`config.mk`:
```
export PLATFORM = sky130hd
export DESIGN_NAME = fetch_decode_buffer
export DESIGN_NICKNAME = d
export VERILOG_FILES = /design/src/rtl/fetch_decode_buffer.sv
export SDC_FILE = /design/constraint.sdc
export NUM_CORES = 1
export LEC_CHECK = 0
export CAP_MARGIN = 10
export CORE_MARGIN = 5
export CORE_UTILIZATION = 53
export CTS_BUF_LIST = sky130_fd_sc_hd__clkbuf_2 sky130_fd_sc_hd__clkbuf_4 sky130_fd_sc_hd__clkbuf_8
export DETAILED_ROUTE_END_ITERATION = 10
export GPL_TIMING_DRIVEN = 0
export PLACE_DENSITY = 0.88
export SETUP_SLACK_MARGIN = 0.4
export SLEW_MARGIN = 25
export SYNTH_ARGS = -nofsm -noshare
export SYNTH_HDL_FRONTEND = slang
export SYNTH_SLANG_ARGS = --single-unit
```
`constraint.sdc`:
```
create_clock -name clk -period 18 [get_ports clk]
set_input_delay 3.6 -clock clk [delete_from_list [all_inputs] [get_ports clk]]
set_output_delay 3.6 -clock clk [all_outputs]
set_load 0.02 [all_outputs]
```
`src/rtl/fetch_decode_buffer.sv`:
```
// ============================================================================
// fetch_decode_buffer
//
// Small first-word-fall-through queue sitting between instruction fetch and
// decode. Fetch hands over {pc, instruction} pairs with a valid/ready
// handshake. Decode always sees the oldest pair on the out_* side, already
// split into the standard RV64I fields. A flush (branch redirect) throws away
// every buffered wrong-path instruction in one cycle.
//
// Parameters
//   XLEN      - width of the program counter
//   ILEN      - width of an instruction word (field split assumes 32 bits)
//   DEPTH     - number of entries; power of two, at least 2
//   NOP_INSTR - word shown on out_instr while the buffer is empty
//
// Ports
//   clk            - system clock, all state changes on the rising edge
//   reset          - asynchronous active-high reset, empties the buffer
//   flush          - synchronous kill of every buffered entry
//   in_valid       - fetch offers a pair this cycle
//   in_ready       - buffer has room (depends on registered occupancy only)
//   in_pc          - PC of the offered instruction
//   in_instr       - offered instruction word
//   out_valid      - head entry holds a real instruction
//   out_ready      - decode takes the head entry this cycle
//   out_pc         - PC of the head entry (0 when empty)
//   out_instr      - head instruction (NOP_INSTR when empty)
//   out_misaligned - head PC has a nonzero low two bits
//   out_opcode     - head instruction [6:0]
//   out_rd         - head instruction [11:7]
//   out_funct3     - head instruction [14:12]
//   out_rs1        - head instruction [19:15]
//   out_rs2        - head instruction [24:20]
//   out_funct7     - head instruction [31:25]
//   out_is_branch  - head is valid and is a conditional branch
//   count          - current number of buffered entries
// ============================================================================
module fetch_decode_buffer #(
    parameter int unsigned     XLEN      = 64,
    parameter int unsigned     ILEN      = 32,
    parameter int unsigned     DEPTH     = 2,
    parameter logic [ILEN-1:0] NOP_INSTR = 32'h00000013
) (
    input  logic                     clk,
    input  logic                     reset,
    input  logic                     flush,

    input  logic                     in_valid,
    output logic                     in_ready,
    input  logic [XLEN-1:0]          in_pc,
    input  logic [ILEN-1:0]          in_instr,

    output logic                     out_valid,
    input  logic                     out_ready,
    output logic [XLEN-1:0]          out_pc,
    output logic [ILEN-1:0]          out_instr,
    output logic                     out_misaligned,
    output logic [6:0]               out_opcode,
    output logic [4:0]               out_rd,
    output logic [2:0]               out_funct3,
    output logic [4:0]               out_rs1,
    output logic [4:0]               out_rs2,
    output logic [6:0]               out_funct7,
    output logic                     out_is_branch,
    output logic [$clog2(DEPTH):0]   count
);

    localparam int unsigned     PTR_W      = $clog2(DEPTH);
    localparam int unsigned     CNT_W      = PTR_W + 1;
    localparam logic [CNT_W-1:0] FULL_COUNT = CNT_W'(DEPTH);
    localparam logic [6:0]      OPC_BRANCH = 7'b1100011;

    // Entry storage. Data arrays carry no reset; the valid bits and the
    // occupancy counter decide whether anything in them is meaningful.
    logic [XLEN-1:0]  pc_mem    [DEPTH];
    logic [ILEN-1:0]  instr_mem [DEPTH];
    logic             mis_mem   [DEPTH];
    logic [DEPTH-1:0] entry_valid;

    logic [PTR_W-1:0] wr_ptr;
    logic [PTR_W-1:0] rd_ptr;
    logic [CNT_W-1:0] count_q;
    logic [CNT_W-1:0] count_next;

    logic             push;
    logic             pop;
    logic             head_live;

    // Handshake qualification. A push needs room and a pop needs an entry;
    // both are ignored on a flush cycle further down, where flush wins.
    always_comb begin
        in_ready  = (count_q != FULL_COUNT);
        out_valid = (count_q != '0);
        push      = in_valid && in_ready;
        pop       = out_valid && out_ready;
    end

    // Occupancy update. A simultaneous push and pop leaves the count alone,
    // which is what keeps a steady one-in/one-out stream at one entry.
    always_comb begin
        count_next = count_q;
        unique case ({push, pop})
            2'b10:   count_next = count_q + CNT_W'(1);
            2'b01:   count_next = count_q - CNT_W'(1);
            default: count_next = count_q;
        endcase
    end

    // Control state: pointers, occupancy and per-entry valid bits. Reset
    // and flush both collapse the queue back to its empty starting point.
    // Pointer increments wrap naturally because DEPTH is a power of two.
    // Push and pop never address the same slot in one cycle: the pointers
    // only meet when the buffer is empty (no pop) or full (no push).
    always_ff @(posedge clk or posedge reset) begin
        if (reset) begin
            wr_ptr      <= '0;
            rd_ptr      <= '0;
            count_q     <= '0;
            entry_valid <= '0;
        end else if (flush) begin
            wr_ptr      <= '0;
            rd_ptr      <= '0;
            count_q     <= '0;
            entry_valid <= '0;
        end else begin
            count_q <= count_next;
            if (pop) begin
                rd_ptr              <= rd_ptr + PTR_W'(1);
                entry_valid[rd_ptr] <= 1'b0;
            end
            if (push) begin
                wr_ptr              <= wr_ptr + PTR_W'(1);
                entry_valid[wr_ptr] <= 1'b1;
            end
        end
    end

    // Data capture. The misaligned flag is computed once on the way in so
    // the head mux only has to select it. The PC is kept bit-for-bit.
    always_ff @(posedge clk) begin
        if (push && !flush) begin
            pc_mem[wr_ptr]    <= in_pc;
            instr_mem[wr_ptr] <= in_instr;
            mis_mem[wr_ptr]   <= |in_pc[1:0];
        end
    end

    // Head presentation. There is no bypass from the input side, so a push
    // into an empty buffer becomes visible one cycle later. An empty buffer
    // shows a canonical NOP at PC 0 so decode never sees stale data.
    always_comb begin
        head_live      = out_valid && entry_valid[rd_ptr];
        out_pc         = '0;
        out_instr      = NOP_INSTR;
        out_misaligned = 1'b0;
        if (head_live) begin
            out_pc         = pc_mem[rd_ptr];
            out_instr      = instr_mem[rd_ptr];
            out_misaligned = mis_mem[rd_ptr];
        end
    end

    // Predecode of the fixed RV64I field positions, taken straight from the
    // head word so the empty case naturally decodes as the NOP.
    always_comb begin
        out_opcode    = out_instr[6:0];
        out_rd        = out_instr[11:7];
        out_funct3    = out_instr[14:12];
        out_rs1       = out_instr[19:15];
        out_rs2       = out_instr[24:20];
        out_funct7    = out_instr[31:25];
        out_is_branch = out_valid && (out_instr[6:0] == OPC_BRANCH);
    end

    assign count = count_q;

endmodule

```
; Yosys cells after proc, flatten, opt, wreduce, memory -nomap -nowiden
; Memories as Yosys holds them, arrays and structs flattened.
; Cells that the tools add are included.
[totals]
word_cells = 56
ram_bits = 194
input_bits = 101
ff_bits = 6
output_inout_bits = 134
mem_count = 3
[classes]
eq_ne = 4
add_sub_neg = 4
n_mux = 21
n_reduce_logical = 13
magnitude_cmp = 4
n_bitwise = 3
[mem_list]
columns = name, depth, width, read_ports, rd_clocked_by_memory_dff, write_ports, line
row1 = pc_mem, 2, 64, 1, 0, 1, 75  ; logic [XLEN-1:0] pc_mem [DEPTH];
row2 = instr_mem, 2, 32, 1, 0, 1, 76  ; logic [ILEN-1:0] instr_mem [DEPTH];
row3 = mis_mem, 2, 1, 1, 0, 1, 77  ; logic mis_mem [DEPTH];
[ops]
columns = cell, count
row1 = $mux 64, 1
row2 = $mux 32, 1
row3 = $mux 1, 11
row4 = $mux 2, 5
row5 = $eq 7x7->1 const B, 1
row6 = $logic_and 1x1->1, 7
row7 = $reduce_bool 2->1, 3
row8 = $lt 1x2->1 const B, 2
row9 = $pmux 2 s2, 1
row10 = $reduce_bool 3->1, 1
row11 = $add 1x1->1 const B, 2
row12 = $add 2x1->2 const B, 1
row13 = $and 2x2->2, 1
row14 = $demux 1 s1, 2
row15 = $eq 2x1->1 const B, 1
row16 = $eq 2x2->1 const B, 1
row17 = $ge 1x1->1 const B, 2
row18 = $ne 2x2->1 const B, 1
row19 = $not 2->2, 1
row20 = $or 2x2->2, 1
row21 = $reduce_or 2->1, 1
row22 = $sub 2x1->2 const B, 1
row23 = $logic_not 1->1, 1

; Longest topological paths before layout
[logic_depth]
depth_word = 11
ltp_mapped = 7
mapped_depth_nobuf = 4

; Worst setup path after synthesis
; OpenSTA, ideal clock, no wires.
[synth_timing]
kind = input -> register
from = input port flush
to = memory instr_mem[0][0], enable pin
arrival_time_ps = 10358
t_required_ps = 17328
path_buffers = 1
slack_ps = 6970
setup_time_ps = 672
cell_stages = 2
path_cell_list = buf_2 > nor3_1
[synth_between]
elab_chain_cells = 4
[synth_lines]
columns = item, line
row1 = start: declaration, 46  ; input logic flush,
row2 = $logic_not 1->1, 141  ; if (push && !flush) begin
row3 = $logic_and 1x1->1, 141
row4 = $mux 1, 141
row5 = $mux 1 (implied by the code), 143  ; instr_mem[wr_ptr] <= in_instr;
row6 = end: declaration, 76
; Every way passes these cells.

; Worst setup path in the final report
[layout_timing]
from = register count_q[1] (netlist: count[1])
to = output port out_opcode[6]
[layout_between]
elab_chain_cells = 3
[layout_lines]
columns = item, line
row1 = start: declaration, 82  ; logic [CNT_W-1:0] count_q;
row2 = start signal: assignment, 126  ; count_q <= count_next;
row3 = $reduce_bool 2->1, 93  ; out_valid = (count_q != '0);
row4 = $logic_and 1x1->1, 152  ; head_live = out_valid && entry_valid[rd_ptr];
row5 = $mux 32, 156  ; if (head_live) begin
row6 = end: declaration, 58  ; output logic [6:0] out_opcode,
; Every way passes these cells.

==> flow_metrics.tcl <==
set metrics [dict create \
    antennaDiodeCount 0 \
    max_freq_mhz 158 \
    p_leak_uw 0.00375 \
    ant_nets 0 \
    critical_path_class "reg -> out" \
    ys_ff_latch 200 \
    hold_viol 0 \
    fin_ws_ns 11.66 \
    status "complete, no violations" \
    grt-ovfl-total 0 \
    dpl.hpwl_um 13000 \
    post_drt_wl_per_cell_um 18.7 \
    critPathMaxStageDelay_ns 0.59 \
    fin_cells 948 \
    crit_path_start_kind "flop" \
    ir_worst_vdd_v 0.0000555 \
    power_density_nw_per_um2 86.8 \
    drc 0 \
    syn_nets 587 \
    fin_nets 852 \
    slew_violations 0 \
    finalCriticalPeriod_ns 6.34 \
    path_max_fanout 10 \
    die_h_um 132 \
    initial_utilization_pct 54.3 \
    worstPathArrival_ns 2.74 \
    hold_buffers 0 \
    grt_use_total_pct 20.2 \
    crit_top_cell "buf_4" \
    vias 4867 \
    required_ns 14.40 \
    ys_seq_area_share_pct 75.2 \
    synthFlopType "edfxtp_1" \
    root_buffer "clkbuf_8" \
    drt_wl_total_um 17700 \
    min_path_type "reg -> reg" \
    yosys.area.top_type "edfxtp_1" \
    placed_area_um2 10600 \
    cts_buffers 17 \
    place_inst 916 \
    cts_resized 0 \
    finalInstanceArea_um2 11000 \
    drive_gt1_share_pct 13.6 \
    finalSetupViolCount 0 \
    antenna_found_initial 0 \
    cp-end-kind "output pin" \
    place_congestion 0.834 \
    cts_buffer_depth 2 \
    synth_edf_count 194 \
    io_buffer_count 233 \
    finClkSkew_ns 0.0125 \
    grt_pass1_wl_um 27600 \
    cp_cell_sequence "or2_1 -> buf_2 -> nand2_2 -> buf_4 -> buf_6 -> nor2_1 -> buf_4 -> clkdlybuf4s50_1" \
    ios 235 \
    cts_max_level 4 \
    syn_area_um2 7950 \
    cp_slowest_cell "clkdlybuf4s50_1" \
    via_per_inst 5.13 \
    yosysUniqueCellTypes 31 \
    grt_max_degree 38 \
    cts_tree "yes" \
    ys_async_sr_fraction_pct 3.00 \
    drtIter0Drc 215 \
    synthTopCellsByArea "edfxtp_1 (73%), mux2i_1 (12%), nor2_1 (4.5%)" \
    drt-pass1-iter-count 4 \
    synth_top_area_share_pct 73.3 \
    slew_headroom_pct 41.0 \
    grt_pass1_vias 5253 \
    cts_sinks 200 \
    synth_warnings 0 \
    post_cts_buffers 0 \
    rows 44 \
    coreArea_um2 14600 \
    clkTransAtPathRegs_ns 0.10 \
    crit_family "buffers and inverters" \
    die-width_um 132 \
    syn_inst 486 \
    clock_latency_ns 0.44 \
    area_delta_synth_final_pct 39.1 \
    drv_cap 0 \
    avgSynthCellArea_um2 16.3 \
    cp_num_buf_inv 5 \
    rsz0062_at_grt "false" \
    period_share_pct 35.2 \
    worst_pin_slew_ns 0.880 \
    setup_tns_ns 0 \
    pre_cts_ws_ns 11.80 \
    die_area_um2 17500 \
]
## per-layer routing
| metal | share of wire (%) | vias up | track usage [%] | routed length, um |
|---|---|---|---|---|
| li1 | - | 2287 | - | - |
| met3 | 7.0 | 11 | 6.87 | 1240 |
| met4 | 0.66 | 0 | 4.68 | 116 |
| met5 | 0 | - | 0 | 0 |
| met2 | 53 | 192 | 36.2 | 9300 |
| met1 | 40 | 2377 | 23.5 | 7040 |
## sequential cells by signal, summed over array words and instances, names as in the netlist
| register | count |
|---|---|
| wr_ptr | 1 |
| pc_mem | 128 |
| count | 2 |
| instr_mem | 64 |
| mis_mem | 2 |
| entry_valid | 2 |
| rd_ptr | 1 |
## worst reg2reg max path, cell delays in order, from the launching register on
cell     delay [ns]
dfrtp_1        0.47
nor2b_1        0.20
inv_1          0.12
nand2_1        0.12
nor3_2         0.69
buf_4          0.31
buf_4          0.21
buf_4          0.21
buf_6          0.17
## synthesized netlist by cell type (4+ instances only)
cell type / instances
buf_4: 34
edfxtp_1: 194
nand3_1: 4
inv_1: 4
nor2_1: 95
buf_2: 16
a21oi_1: 4
mux2i_1: 98
buf_6: 5
dfrtp_1: 6
## final cells by class
cell class,instances,area (um^2)
tap,184,230
inverter,4,15.0
clock buffer,20,256
clock inverter,12,151
fill,867,3590
timing repair buffer,246,2460
sequential,200,5980
multi-input combinational,227,1570
buffer,55,392
## per-stage QoR
step	total power, uW	util [%]	hold WS [ns]
2_1_floorplan	616	-	0.491
3_3_place_gp	677	71.8	0.513
6_report	960	75.5	0.617
4_1_cts	966	75.5	0.612
5_1_grt	997	75.5	0.621
3_5_place_dp	681	72.7	0.516
## power breakdown
part | switching, uW | internal (uW)
sequential | 5.32 | 529
clock | 148 | 142
combinational | 67.3 | 68.2
## layout by cell type, fill, tap and decap left out, types with 6 or more instances in the layout
cell type / instances
buf_6: 6
clkdlybuf4s50_1: 233
mux2i_1: 98
buf_4: 44
dfrtp_1: 6
buf_2: 16
edfxtp_1: 194
nor2_1: 95
clkbuf_8: 17
## worst paths after layout
path                                start               end  slack [ns]  depth (start not counted)
setup / recovery                 count[1]     out_opcode[6]       11.66                          8
hold / removal             entry_valid[1]    entry_valid[1]        0.62                          1
setup reg to reg                 count[1]  instr_mem[0][13]       15.21                          8
hold reg to reg            entry_valid[1]    entry_valid[1]        0.62                          1
max in group asynchronous           reset            rd_ptr       14.42                          2
min in group asynchronous           reset          count[0]        3.38                          2
## kinds of logic (layout without fill, tap and decap cells)
logic type / Yosys count / in the layout / synth area share, %
XOR/XNOR: 1 / 1 / 0.110
flip-flops: 200 / 200 / 75.2
AND/OR/NAND/NOR: 115 / 115 / 6.09
multiplexers: 99 / 99 / 12.5
AO/OA/AOI/OAI: 12 / 12 / 0.976
buffers and inverters: 59 / 337 / 5.12
(Power assumes the default switching activity.)
